--- src/rtl/mips_pkg.sv ---
// Shared definitions for the MIPS fetch path: opcodes and the
// prefetch state encoding.
package mips_pkg;

  localparam logic [5:0] OP_ADD   = 6'b000000;
  localparam logic [5:0] OP_SUB   = 6'b000001;
  localparam logic [5:0] OP_LW    = 6'b001000;
  localparam logic [5:0] OP_SW    = 6'b001001;
  localparam logic [5:0] OP_ADDI  = 6'b001010;
  localparam logic [5:0] OP_BNEQZ = 6'b001101;
  localparam logic [5:0] OP_BEQZ  = 6'b001110;
  localparam logic [5:0] OP_HLT   = 6'b111111;

  typedef enum logic {
    S_FETCH = 1'b0,
    S_HALT  = 1'b1
  } fetch_state_e;

  function automatic logic is_hlt(input logic [5:0] op);
    return op == OP_HLT;
  endfunction

endpackage

--- src/rtl/mips_prefetch_unit_if.sv ---
// Instruction-memory fetch channel: valid/ready requests,
// in-order responses without back-pressure.
interface mips_prefetch_unit_if #(
  parameter int AW = 10
) ();

  logic          imem_req_valid;
  logic [AW-1:0] imem_req_addr;
  logic          imem_req_ready;
  logic          imem_rsp_valid;
  logic [31:0]   imem_rsp_data;

  modport master (
    output imem_req_valid,
    output imem_req_addr,
    input  imem_req_ready,
    input  imem_rsp_valid,
    input  imem_rsp_data
  );

  modport slave (
    input  imem_req_valid,
    input  imem_req_addr,
    output imem_req_ready,
    output imem_rsp_valid,
    output imem_rsp_data
  );

endinterface

--- src/rtl/mips_fetch_fifo.sv ---
// Small synchronous FIFO with flush and occupancy count; used for
// fetched {ir, npc} pairs and for in-flight fetch addresses.
module mips_fetch_fifo #(
  parameter int W     = 64,
  parameter int DEPTH = 4,
  localparam int PW   = $clog2(DEPTH),
  localparam int CW   = PW + 1
) (
  input  logic          clk1,
  input  logic          rst,
  input  logic          i_flush,
  input  logic          i_push,
  input  logic [W-1:0]  i_wdata,
  input  logic          i_pop,
  output logic [W-1:0]  o_rdata,
  output logic [CW-1:0] o_count
);

  logic [W-1:0]  r_mem [DEPTH];
  logic [PW-1:0] r_wp;
  logic [PW-1:0] r_rp;
  logic [CW-1:0] r_cnt;
  logic          w_push;
  logic          w_pop;

  assign w_push = i_push && !i_flush && (r_cnt != CW'(DEPTH));
  assign w_pop  = i_pop && (r_cnt != '0);

  always_ff @(posedge clk1) begin
    if (rst || i_flush) begin
      r_wp  <= '0;
      r_rp  <= '0;
      r_cnt <= '0;
    end else begin
      if (w_push) r_wp <= r_wp + PW'(1);
      if (w_pop)  r_rp <= r_rp + PW'(1);
      r_cnt <= r_cnt + CW'(w_push) - CW'(w_pop);
    end
  end

  always_ff @(posedge clk1) begin
    if (w_push) r_mem[r_wp] <= i_wdata;
  end

  assign o_rdata = r_mem[r_rp];
  assign o_count = r_cnt;

endmodule

--- src/rtl/mips_prefetch_unit.sv ---
// Instruction prefetch ahead of IF/ID: credit-limited word fetches,
// redirect flush with stale-response dropping, and HLT stop.
module mips_prefetch_unit
  import mips_pkg::*;
#(
  parameter int DEPTH = 4,
  parameter int AW    = 10
) (
  input  logic                clk1,
  input  logic                rst,
  mips_prefetch_unit_if.master imem,
  input  logic                redirect_valid,
  input  logic [AW-1:0]       redirect_pc,
  output logic                id_valid,
  output logic [31:0]         id_ir,
  output logic [31:0]         id_npc,
  input  logic                id_ready,
  output logic                halted
);

  localparam int CW = $clog2(DEPTH) + 1;

  fetch_state_e  r_state;
  fetch_state_e  w_state_nxt;
  logic [AW-1:0] r_pc;
  logic [CW-1:0] r_drop;
  logic [CW-1:0] w_occ;
  logic [CW-1:0] w_outst;
  logic [CW-1:0] w_after;
  logic [CW:0]   w_used;
  logic [63:0]   w_head;
  logic [63:0]   w_entry;
  logic [AW-1:0] w_rsp_addr;
  logic          w_fetch;
  logic          w_req;
  logic          w_fire;
  logic          w_deq;
  logic          w_hlt;
  logic          w_redir;
  logic          w_enq;
  logic          w_flush;

  assign w_fetch = (r_state == S_FETCH);
  assign w_used  = {1'b0, w_occ} + {1'b0, w_outst};
  assign w_req   = w_fetch && !rst && !redirect_valid
                && (w_used < (CW+1)'(DEPTH));
  assign w_fire  = w_req && imem.imem_req_ready;

  assign imem.imem_req_valid = w_req;
  assign imem.imem_req_addr  = r_pc;

  assign id_valid = w_fetch && !rst && (w_occ != '0);
  assign id_ir    = id_valid ? w_head[63:32] : '0;
  assign id_npc   = id_valid ? w_head[31:0]  : '0;
  assign halted   = (r_state == S_HALT);

  assign w_deq   = id_valid && id_ready;
  assign w_hlt   = w_deq && is_hlt(w_head[63:58]);
  assign w_redir = w_fetch && redirect_valid && !w_hlt;
  assign w_flush = w_redir || w_hlt || !w_fetch;

  // A response arriving alongside a redirect is stale as well
  assign w_enq = imem.imem_rsp_valid && w_fetch
              && !redirect_valid && (r_drop == '0);
  assign w_after = w_outst - CW'(imem.imem_rsp_valid);

  assign w_entry = {imem.imem_rsp_data,
                    {{(32-AW){1'b0}}, w_rsp_addr} + 32'd1};

  mips_fetch_fifo #(
    .W     (AW),
    .DEPTH (DEPTH)
  ) u_addr_fifo (
    .clk1    (clk1),
    .rst     (rst),
    .i_flush (1'b0),
    .i_push  (w_fire),
    .i_wdata (r_pc),
    .i_pop   (imem.imem_rsp_valid),
    .o_rdata (w_rsp_addr),
    .o_count (w_outst)
  );

  mips_fetch_fifo #(
    .W     (64),
    .DEPTH (DEPTH)
  ) u_data_fifo (
    .clk1    (clk1),
    .rst     (rst),
    .i_flush (w_flush),
    .i_push  (w_enq),
    .i_wdata (w_entry),
    .i_pop   (w_deq),
    .o_rdata (w_head),
    .o_count (w_occ)
  );

  always_ff @(posedge clk1) begin
    if (rst) begin
      r_pc <= '0;
    end else if (w_redir) begin
      r_pc <= redirect_pc;
    end else if (w_fire) begin
      r_pc <= r_pc + AW'(1);
    end
  end

  always_ff @(posedge clk1) begin
    if (rst) begin
      r_drop <= '0;
    end else if (w_redir) begin
      r_drop <= w_after;
    end else if (imem.imem_rsp_valid && (r_drop != '0)) begin
      r_drop <= r_drop - CW'(1);
    end
  end

  always_ff @(posedge clk1) begin
    if (rst) r_state <= S_FETCH;
    else     r_state <= w_state_nxt;
  end

  always_comb begin
    w_state_nxt = r_state;
    unique case (r_state)
      S_FETCH: if (w_hlt) w_state_nxt = S_HALT;
      S_HALT:  w_state_nxt = S_HALT;
    endcase
  end

endmodule

--- src/flat_wrapper.sv ---
// flat-port wrapper written by rule: the top's interface ports become plain ports
module mips_prefetch_unit_flat import mips_pkg::*;
#(
  parameter int DEPTH = 4,
  parameter int AW    = 10
)
  (clk1, rst, redirect_valid, redirect_pc, id_valid, id_ir, id_npc, id_ready, halted, imem_imem_req_valid, imem_imem_req_addr, imem_imem_req_ready, imem_imem_rsp_valid, imem_imem_rsp_data);
  mips_prefetch_unit_if #(.AW(AW)) imem_i ();
  input  logic clk1;
  input  logic rst;
  input  logic redirect_valid;
  input  logic [AW-1:0] redirect_pc;
  output logic id_valid;
  output logic [31:0] id_ir;
  output logic [31:0] id_npc;
  input  logic id_ready;
  output logic halted;
  output wire logic [$bits(imem_i.imem_req_valid)-1:0] imem_imem_req_valid;
  output wire logic [$bits(imem_i.imem_req_addr)-1:0] imem_imem_req_addr;
  input wire logic [$bits(imem_i.imem_req_ready)-1:0] imem_imem_req_ready;
  input wire logic [$bits(imem_i.imem_rsp_valid)-1:0] imem_imem_rsp_valid;
  input wire logic [$bits(imem_i.imem_rsp_data)-1:0] imem_imem_rsp_data;
  assign imem_imem_req_valid = imem_i.imem_req_valid;
  assign imem_imem_req_addr = imem_i.imem_req_addr;
  assign imem_i.imem_req_ready = imem_imem_req_ready;
  assign imem_i.imem_rsp_valid = imem_imem_rsp_valid;
  assign imem_i.imem_rsp_data = imem_imem_rsp_data;
  mips_prefetch_unit #(.DEPTH(DEPTH), .AW(AW)) u_core (.clk1(clk1), .rst(rst), .imem(imem_i), .redirect_valid(redirect_valid), .redirect_pc(redirect_pc), .id_valid(id_valid), .id_ir(id_ir), .id_npc(id_npc), .id_ready(id_ready), .halted(halted));
endmodule
--- config.mk ---
export PLATFORM = sky130hd
export DESIGN_NAME = mips_prefetch_unit_flat
export DESIGN_NICKNAME = d
export VERILOG_FILES = /design/src/rtl/mips_pkg.sv /design/src/rtl/mips_prefetch_unit_if.sv /design/src/rtl/mips_fetch_fifo.sv /design/src/rtl/mips_prefetch_unit.sv /design/src/flat_wrapper.sv
export SDC_FILE = /design/constraint.sdc
export NUM_CORES = 1
export LEC_CHECK = 0
export CAP_MARGIN = 20
export CORE_MARGIN = 1.5
export CORE_UTILIZATION = 40
export DETAILED_ROUTE_END_ITERATION = 10
export DONT_BUFFER_PORTS = 1
export PLACE_DENSITY = 0.61
export SLEW_MARGIN = 15
export SYNTH_ARGS = -nofsm -noshare
export SYNTH_HDL_FRONTEND = slang
export SYNTH_SLANG_ARGS = --single-unit
--- constraint.sdc ---
create_clock -name clk1 -period 3 [get_ports clk1]
set_clock_uncertainty 0.1 [all_clocks]
set_input_delay 0.6 -clock clk1 [delete_from_list [all_inputs] [get_ports clk1]]
set_output_delay 0.6 -clock clk1 [all_outputs]
set_load 0.02 [all_outputs]
# Yosys cells after proc, flatten, opt, wreduce, memory -nomap -nowiden
# Memories as Yosys holds them, arrays and structs flattened. A register that Yosys moved wholly into a read port is not among the register bits.
# Index checks and enable logic that the tools add are counted.
[word_totals]
register_bits = 28
elab_cells = 76
n_memories = 2
output_inout_bits = 77
input_bits = 48
mem_bits_rw = 212
[memory_table]
columns = ["name", "words", "width", "read_ports", "rd_clocked_by_memory_dff", "wr", "line", "rtl"]
rows = [
  ["u_core.u_data_fifo.r_mem", 4, 43, 1, 1, 1, "mips_fetch_fifo.sv:19", "logic [W-1:0] r_mem [DEPTH];"],
  ["u_core.u_addr_fifo.r_mem", 4, 10, 1, 1, 1, "mips_fetch_fifo.sv:19", ""],
]
[op_classes]
bitwise_logic = 1
mux = 16
reduce_logical = 31
addsub = 13
order_cmp = 1
eq_ne = 3
[op_table]
columns = ["cell", "count"]
rows = [
  ["2-to-1 mux 32 bit", 2],
  ["2-to-1 mux 10 bit", 2],
  ["logical AND 1 bit", 18],
  ["adder 10 x 1 -> 11 bit (second input constant)", 1],
  ["adder 10 x 1 -> 10 bit (second input constant)", 1],
  ["nonzero test 3 bit", 3],
  ["subtractor 3 x 1 -> 3 bit", 3],
  ["adder 2 x 1 -> 2 bit (second input constant)", 4],
  ["2-to-1 mux 2 bit", 4],
  ["adder 3 x 1 -> 3 bit", 2],
  ["equality test 6 bit (second input constant)", 1],
  ["2-to-1 mux 3 bit", 2],
  ["!= test 3 bit (second input constant)", 2],
  ["2-to-1 mux 1 bit", 5],
  ["adder 3 x 3 -> 4 bit", 1],
  ["logical NOT 1 bit", 4],
  ["< comparator 4 x 3 -> 1 bit (second input constant)", 1],
  ["nonzero test 2 bit", 2],
  ["logical NOT 3 bit", 1],
  ["logical OR 1 bit", 3],
  ["subtractor 3 x 1 -> 3 bit (second input constant)", 1],
  ["case mux 1 bit (2 select lines)", 1],
  ["NOT 1 bit", 1],
]

# Depth between registers and ports, before layout
[depth]
ltp_word = 14
ltp_mapped = 14
mapped_depth_nobuf = 14

# Hierarchy
# From an unflattened synthesis, not the netlist that was laid out.
[hier_totals]
hier_cells = 692
area_unflattened_um2 = 13226.4
[by_module_without_submodules]
columns = ["module", "instances", "area_each_um2", "seq_area_each_um2", "cells_each"]
rows = [
  ["mips_fetch_fifo at u_core.u_data_fifo", 1, 9788.1, 7867.5, 381],
  ["mips_fetch_fifo at u_core.u_addr_fifo", 1, 1913.1, 1381.3, 99],
  ["mips_prefetch_unit", 1, 1525.2, 280.3, 212],
]

# Least setup slack after synthesis
# No wires, ideal clock.
[synth_path]
path_type = "register to register"
startpoint = "register (tool-made name)"
endpoint = "memory u_core.u_data_fifo.r_mem[0][0] in the netlist's numbering, enable pin"
slack_ns = -0.077
setup_time_ns = 0.405
t_arrival_ns = 2.572
synth_period_minus_slack_ns = 3.077
stages_incl_launch_ff = 7
required_ns = 2.495
n_path_buf = 1
cell_sequence = "dfxtp_1 > buf_6 > mux4_2 > and4_4 > and3_4 > nor3_4 > and2_1"
[synth_rtl]
columns = ["element", "line"]
rows = [
  ["end, declared", "mips_fetch_fifo.sv:19"],
]

==> flow_summary.html <==
<table>
<tr><th>Metric</th><th>Value</th></tr>
<tr><th colspan="2">Die</th></tr>
<tr><td>Starting density of the core</td><td>a little over 40%</td></tr>
<tr><td>Area enclosed by the die boundary</td><td>~26,000 µm²</td></tr>
<tr><td>Number of ports placed on the die boundary</td><td>125</td></tr>
<tr><td>Total core area</td><td>24,500 µm²</td></tr>
<tr><td>Width of the chip</td><td>~160 µm</td></tr>
<tr><td>Placement row count</td><td>57</td></tr>
<tr><td>Y dimension of the die</td><td>roughly 160 µm</td></tr>
<tr><th colspan="2">Logic synthesis</th></tr>
<tr><td>Number of flip-flops and latches in the synthesized netlist</td><td>244</td></tr>
<tr><td>Post-synthesis cell type count</td><td>45</td></tr>
<tr><td>Multiplexer share of the synthesized area</td><td>roughly 12%</td></tr>
<tr><td>Cell count after synthesis</td><td>approximately 570</td></tr>
<tr><td>Proportion of netlist area held by the largest area contributor</td><td>63.0%</td></tr>
<tr><td>Combinational family with the most area after synthesis</td><td>multiplexers</td></tr>
<tr><td>Synth Area in Adders</td><td>under 10%</td></tr>
<tr><td>Cell with the most instances after synthesis</td><td>edfxtp_1</td></tr>
<tr><td>Synthesis warning total</td><td>0</td></tr>
<tr><td>Async set-reset flop share out of synthesis</td><td>0%</td></tr>
<tr><td>Post-Syn Area per Cell</td><td>17.8 µm²</td></tr>
<tr><td>Post-synthesis share of cell area spent on and, or, nand and nor gates</td><td>between 7 and 8%</td></tr>
<tr><td>Sequential area share after synthesis</td><td>a little under 70%</td></tr>
<tr><td>Synth Area in Compound Gates</td><td>about 2.2%</td></tr>
<tr><td>Top cells by area in the synthesized netlist</td><td>edfxtp_1, mux4_2, dfxtp_1</td></tr>
<tr><td>Most frequent cells after synthesis</td><td>edfxtp_1, and2_1, mux4_2, dfxtp_1, nor2_1</td></tr>
<tr><td>Syn Std Cell Area</td><td>10,100 µm²</td></tr>
<tr><td>Cell type with the largest total area after synthesis</td><td>edfxtp_1</td></tr>
<tr><td>Most frequently used flop master after synthesis</td><td>edfxtp_1</td></tr>
<tr><td>Xor/xnor cell area share of the yosys netlist</td><td>approximately 2.5%</td></tr>
<tr><td>Count of flip-flops with a built-in enable after synthesis</td><td>between 200 and 250</td></tr>
<tr><th colspan="2">GRT</th></tr>
<tr><td>Overflow left after global routing</td><td>0</td></tr>
<tr><td>Maximum number of pins on one net before global-route repair</td><td>45</td></tr>
<tr><td>Global-route wire length before repair</td><td>28.8 mm</td></tr>
<tr><td>Via count of the first global-routing pass</td><td>roughly 5,200</td></tr>
<tr><td>Global routing usage summed across all routing layers</td><td>14.2%</td></tr>
<tr><td>Antenna violations before repair</td><td>0</td></tr>
<tr><th colspan="2">Setup path</th></tr>
<tr><td>Highest cell delay on the worst timing path</td><td>0.53 ns</td></tr>
<tr><td>Critical path data required time</td><td>3.31 ns</td></tr>
<tr><td>Most numerous cell on the critical path</td><td>inv_1</td></tr>
<tr><td>Chain of cells forming the critical path</td><td>mux4_2 &gt; and4_4 &gt; and3_4 &gt; nor3_4 &gt; inv_1 &gt; ha_1 &gt; inv_1 &gt; ha_2 &gt; fa_2 &gt; xnor2_2 &gt; xnor2_1 &gt; nor2_1</td></tr>
<tr><td>Critical Path Fanout Max</td><td>7</td></tr>
<tr><td>WP data arrival</td><td>between 3 and 4 ns</td></tr>
<tr><td>CP startpoint kind</td><td>register</td></tr>
<tr><td>Worst setup path class</td><td>reg2reg</td></tr>
<tr><td>Setup crit end kind</td><td>register</td></tr>
<tr><td>CP max stage cell</td><td>mux4_2</td></tr>
<tr><th colspan="2">CTS</th></tr>
<tr><td>TritonCTS clock tree</td><td>built</td></tr>
<tr><td>Clock Sink Count</td><td>244</td></tr>
<tr><td>Later-pin clock latency in the skew report</td><td>roughly 0.53 ns</td></tr>
<tr><td>Clk root buf</td><td>clkbuf_16</td></tr>
<tr><td>Maximum clock path buffer count</td><td>3</td></tr>
<tr><td>Num CTS Buffers</td><td>27</td></tr>
<tr><td>Count of hold-fix buffers inserted at cts</td><td>0</td></tr>
<tr><td>Maximum level of the CTS H-tree</td><td>1</td></tr>
<tr><td>Clk slew on worst S/H paths</td><td>roughly 0.060 ns</td></tr>
<tr><th colspan="2">STA</th></tr>
<tr><td>Worst slew pin tran</td><td>0.532 ns</td></tr>
<tr><td>Part of the cycle the worst path needs</td><td>around 100%</td></tr>
<tr><td>Final Setup Violations</td><td>0</td></tr>
<tr><td>Minimum hold slack</td><td>around 0.037 ns</td></tr>
<tr><td>Total count of max-transition violations in the final report</td><td>0</td></tr>
<tr><td>Top achievable clock speed</td><td>341 MHz</td></tr>
<tr><td>Final Hold Fails</td><td>0</td></tr>
<tr><td>Unrepaired setup endpoints after global routing</td><td>yes</td></tr>
<tr><td>Max-Slew Margin vs Limit</td><td>64.5%</td></tr>
<tr><td>Min Clock Period, post-route</td><td>a little under 3 ns</td></tr>
<tr><th colspan="2">Routing</th></tr>
<tr><td>Total number of vias</td><td>between 4,000 and 5,000</td></tr>
<tr><td>First DRT Iteration DRCs</td><td>327</td></tr>
<tr><td>Remaining number of nets flagged by the antenna check after routing</td><td>0</td></tr>
<tr><td>Via-to-Cell Ratio</td><td>between 5 and 6</td></tr>
<tr><td>Wire per inst</td><td>approximately 19 µm</td></tr>
<tr><td>Detailed Routing Iterations Pass 1</td><td>4</td></tr>
<tr><td>Final Routed Wirelength</td><td>between 15 and 20 mm</td></tr>
<tr><td>Total DRC errors in the routed layout</td><td>0</td></tr>
<tr><th colspan="2">Finish</th></tr>
<tr><td>Area of all sequential standard cells</td><td>7010 µm²</td></tr>
<tr><td>Final layout net count</td><td>673</td></tr>
<tr><td>Diodes inserted</td><td>0</td></tr>
<tr><td>Share of cells above drive strength 1</td><td>approximately 25%</td></tr>
<tr><td>Final cell count without fillers</td><td>943</td></tr>
<tr><td>Multi-input combinational cell area</td><td>2860 µm²</td></tr>
<tr><td>Final core utilization</td><td>a little under half</td></tr>
<tr><td>Layout overhead on the synthesized area</td><td>13.7%</td></tr>
<tr><td>Filler cells</td><td>2,076</td></tr>
<tr><th colspan="2">Placement</th></tr>
<tr><td>Port Buf Inserts</td><td>0</td></tr>
<tr><td>Placer congestion estimate</td><td>~0.75</td></tr>
<tr><td>Dpl hpwl</td><td>~12 mm</td></tr>
<tr><td>Total instance count after detailed placement</td><td>between 800 and 900</td></tr>
<tr><th colspan="2">Pwr</th></tr>
<tr><td>Power density over the cells</td><td>about 700 nW/µm²</td></tr>
<tr><td>Leakage power</td><td>approximately 0.0038 µW</td></tr>
<tr><td>Total power draw</td><td>around 8000 µW</td></tr>
<tr><td>Peak supply drop</td><td>about 380 µV</td></tr>
<tr><th colspan="2">Worst hold path</th></tr>
<tr><td>Min-Delay Path Class</td><td>in2reg</td></tr>
<tr><th colspan="2">Run</th></tr>
<tr><td>Number of max-cap violations</td><td>0</td></tr>
<tr><th colspan="2">Run status</th></tr>
<tr><td>Status</td><td>complete, no violations</td></tr>
</table>
-- logic make-up after synthesis --
| kind of cell | Yosys count |
|---|---|
| buffers and inverters | 63 |
| AND/OR/NAND/NOR | 135 |
| multiplexers | 55 |
| flip-flops | 244 |
| AO/OA/AOI/OAI | 20 |
| XOR/XNOR | 29 |
| adder cells (fa/ha/maj) | 22 |
| other | 1 |
-- through the flow --
step | instance area [µm²] | worst slack [ns] | TNS, ns
after floorplan | 10200 | 0.0624 | 0
after global placement | 10600 | 0.0510 | 0
after detailed placement | 10600 | -0.0107 | -0.0107
after CTS | 11400 | 0.0119 | 0
after global routing | 11500 | -0.0797 | -0.0797
final | 11500 | 0.0668 | 0
-- critical path, delay by kind of cell (launching register included) --
kind | cells | cell delay, ns
adder cells (fa/ha/maj) | 3 | 0.78
AND/OR/NAND/NOR | 4 | 0.57
buffers and inverters | 2 | 0.10
flip-flops | 1 | 0.42
multiplexers | 1 | 0.53
XOR/XNOR | 2 | 0.32
-- registers in the layout (all words and copies together), names as in the netlist, named ones only --
| signal | cells |
|---|---|
| u_core.u_data_fifo.r_rp | 2 |
| u_core.u_addr_fifo.r_mem | 40 |
| u_core.u_data_fifo.r_mem | 172 |
| u_core.halted | 1 |
| u_core.r_drop | 3 |
| u_core.u_data_fifo.r_wp | 2 |
| u_core.u_addr_fifo.r_wp | 2 |
| u_core.imem.imem_req_addr | 10 |
| u_core.u_data_fifo.o_count | 3 |
| u_core.u_addr_fifo.r_rp | 2 |
| u_core.u_addr_fifo.o_count | 3 |
-- power breakdown --
| group | internal [µW] | switching (µW) |
|---|---|---|
| clock network | 1890 | 1260 |
| registers | 3920 | 131 |
| logic | 381 | 455 |
| total | 6190 | 1850 |
-- worst paths after layout --
| path | from | to | slack (ns) | cells past startpoint |
|---|---|---|---|---|
| worst max-delay path | register | u_core.u_data_fifo.o_count[2] | 0.07 | 12 |
| worst min-delay path | rst | u_core.r_drop[2] | 0.04 | 1 |
| worst max register to register | register | u_core.u_data_fifo.o_count[2] | 0.07 | 12 |
| worst min register to register | u_core.u_data_fifo.r_rp[0] | register | 0.43 | 2 |
-- layout by cell type (no fill, tap or decap), types with 2 or more instances in the layout --
cell type / count
mux4_2: 53
clkinv_1: 3
inv_1: 22
nand2_1: 14
a211oi_2: 10
inv_6: 2
xnor2_1: 20
nor3_2: 3
nor3_1: 6
buf_4: 19
and2_2: 4
xor2_1: 8
nor2_1: 28
dfxtp_1: 28
and3_1: 4
bufinv_16: 3
nor2b_1: 2
conb_1: 21
nand4_1: 2
nand3_1: 6
clkbuf_16: 27
o31a_1: 2
nand2b_1: 3
mux2i_1: 2
buf_12: 6
dfxtp_2: 3
ha_1: 19
clkinv_2: 8
edfxtp_1: 212
and2_1: 53
-- per-layer routing --
metal / routed length (µm) / part of all wire [%] / GRT usage (%)
met3: 1510 / 8.3 / 4.06
met4: 380 / 2.1 / 4.00
met5: 0 / 0 / 0
met2: 8920 / 49 / 24.2
met1: 7370 / 41 / 17.7
-- layout make-up --
class                      instances  share of cell area, %
clock buffer                      28                   5.92
clock inverter                    17                   1.45
inverter                          22                  0.719
multi-input combinational        282                   24.9
sequential                       244                   61.1
tap                              324                   3.53
timing repair buffer              26                   2.39
-- timing repair --
| item | in CTS | in global routing |
|---|---|---|
| endpoints found under the setup margin | 26 | 2 |
| gates resized for setup | 2 | 8 |
| setup buffers | 2 | 1 |
| pin swaps | 3 | 1 |
Power figures use the tool's default switching activity.
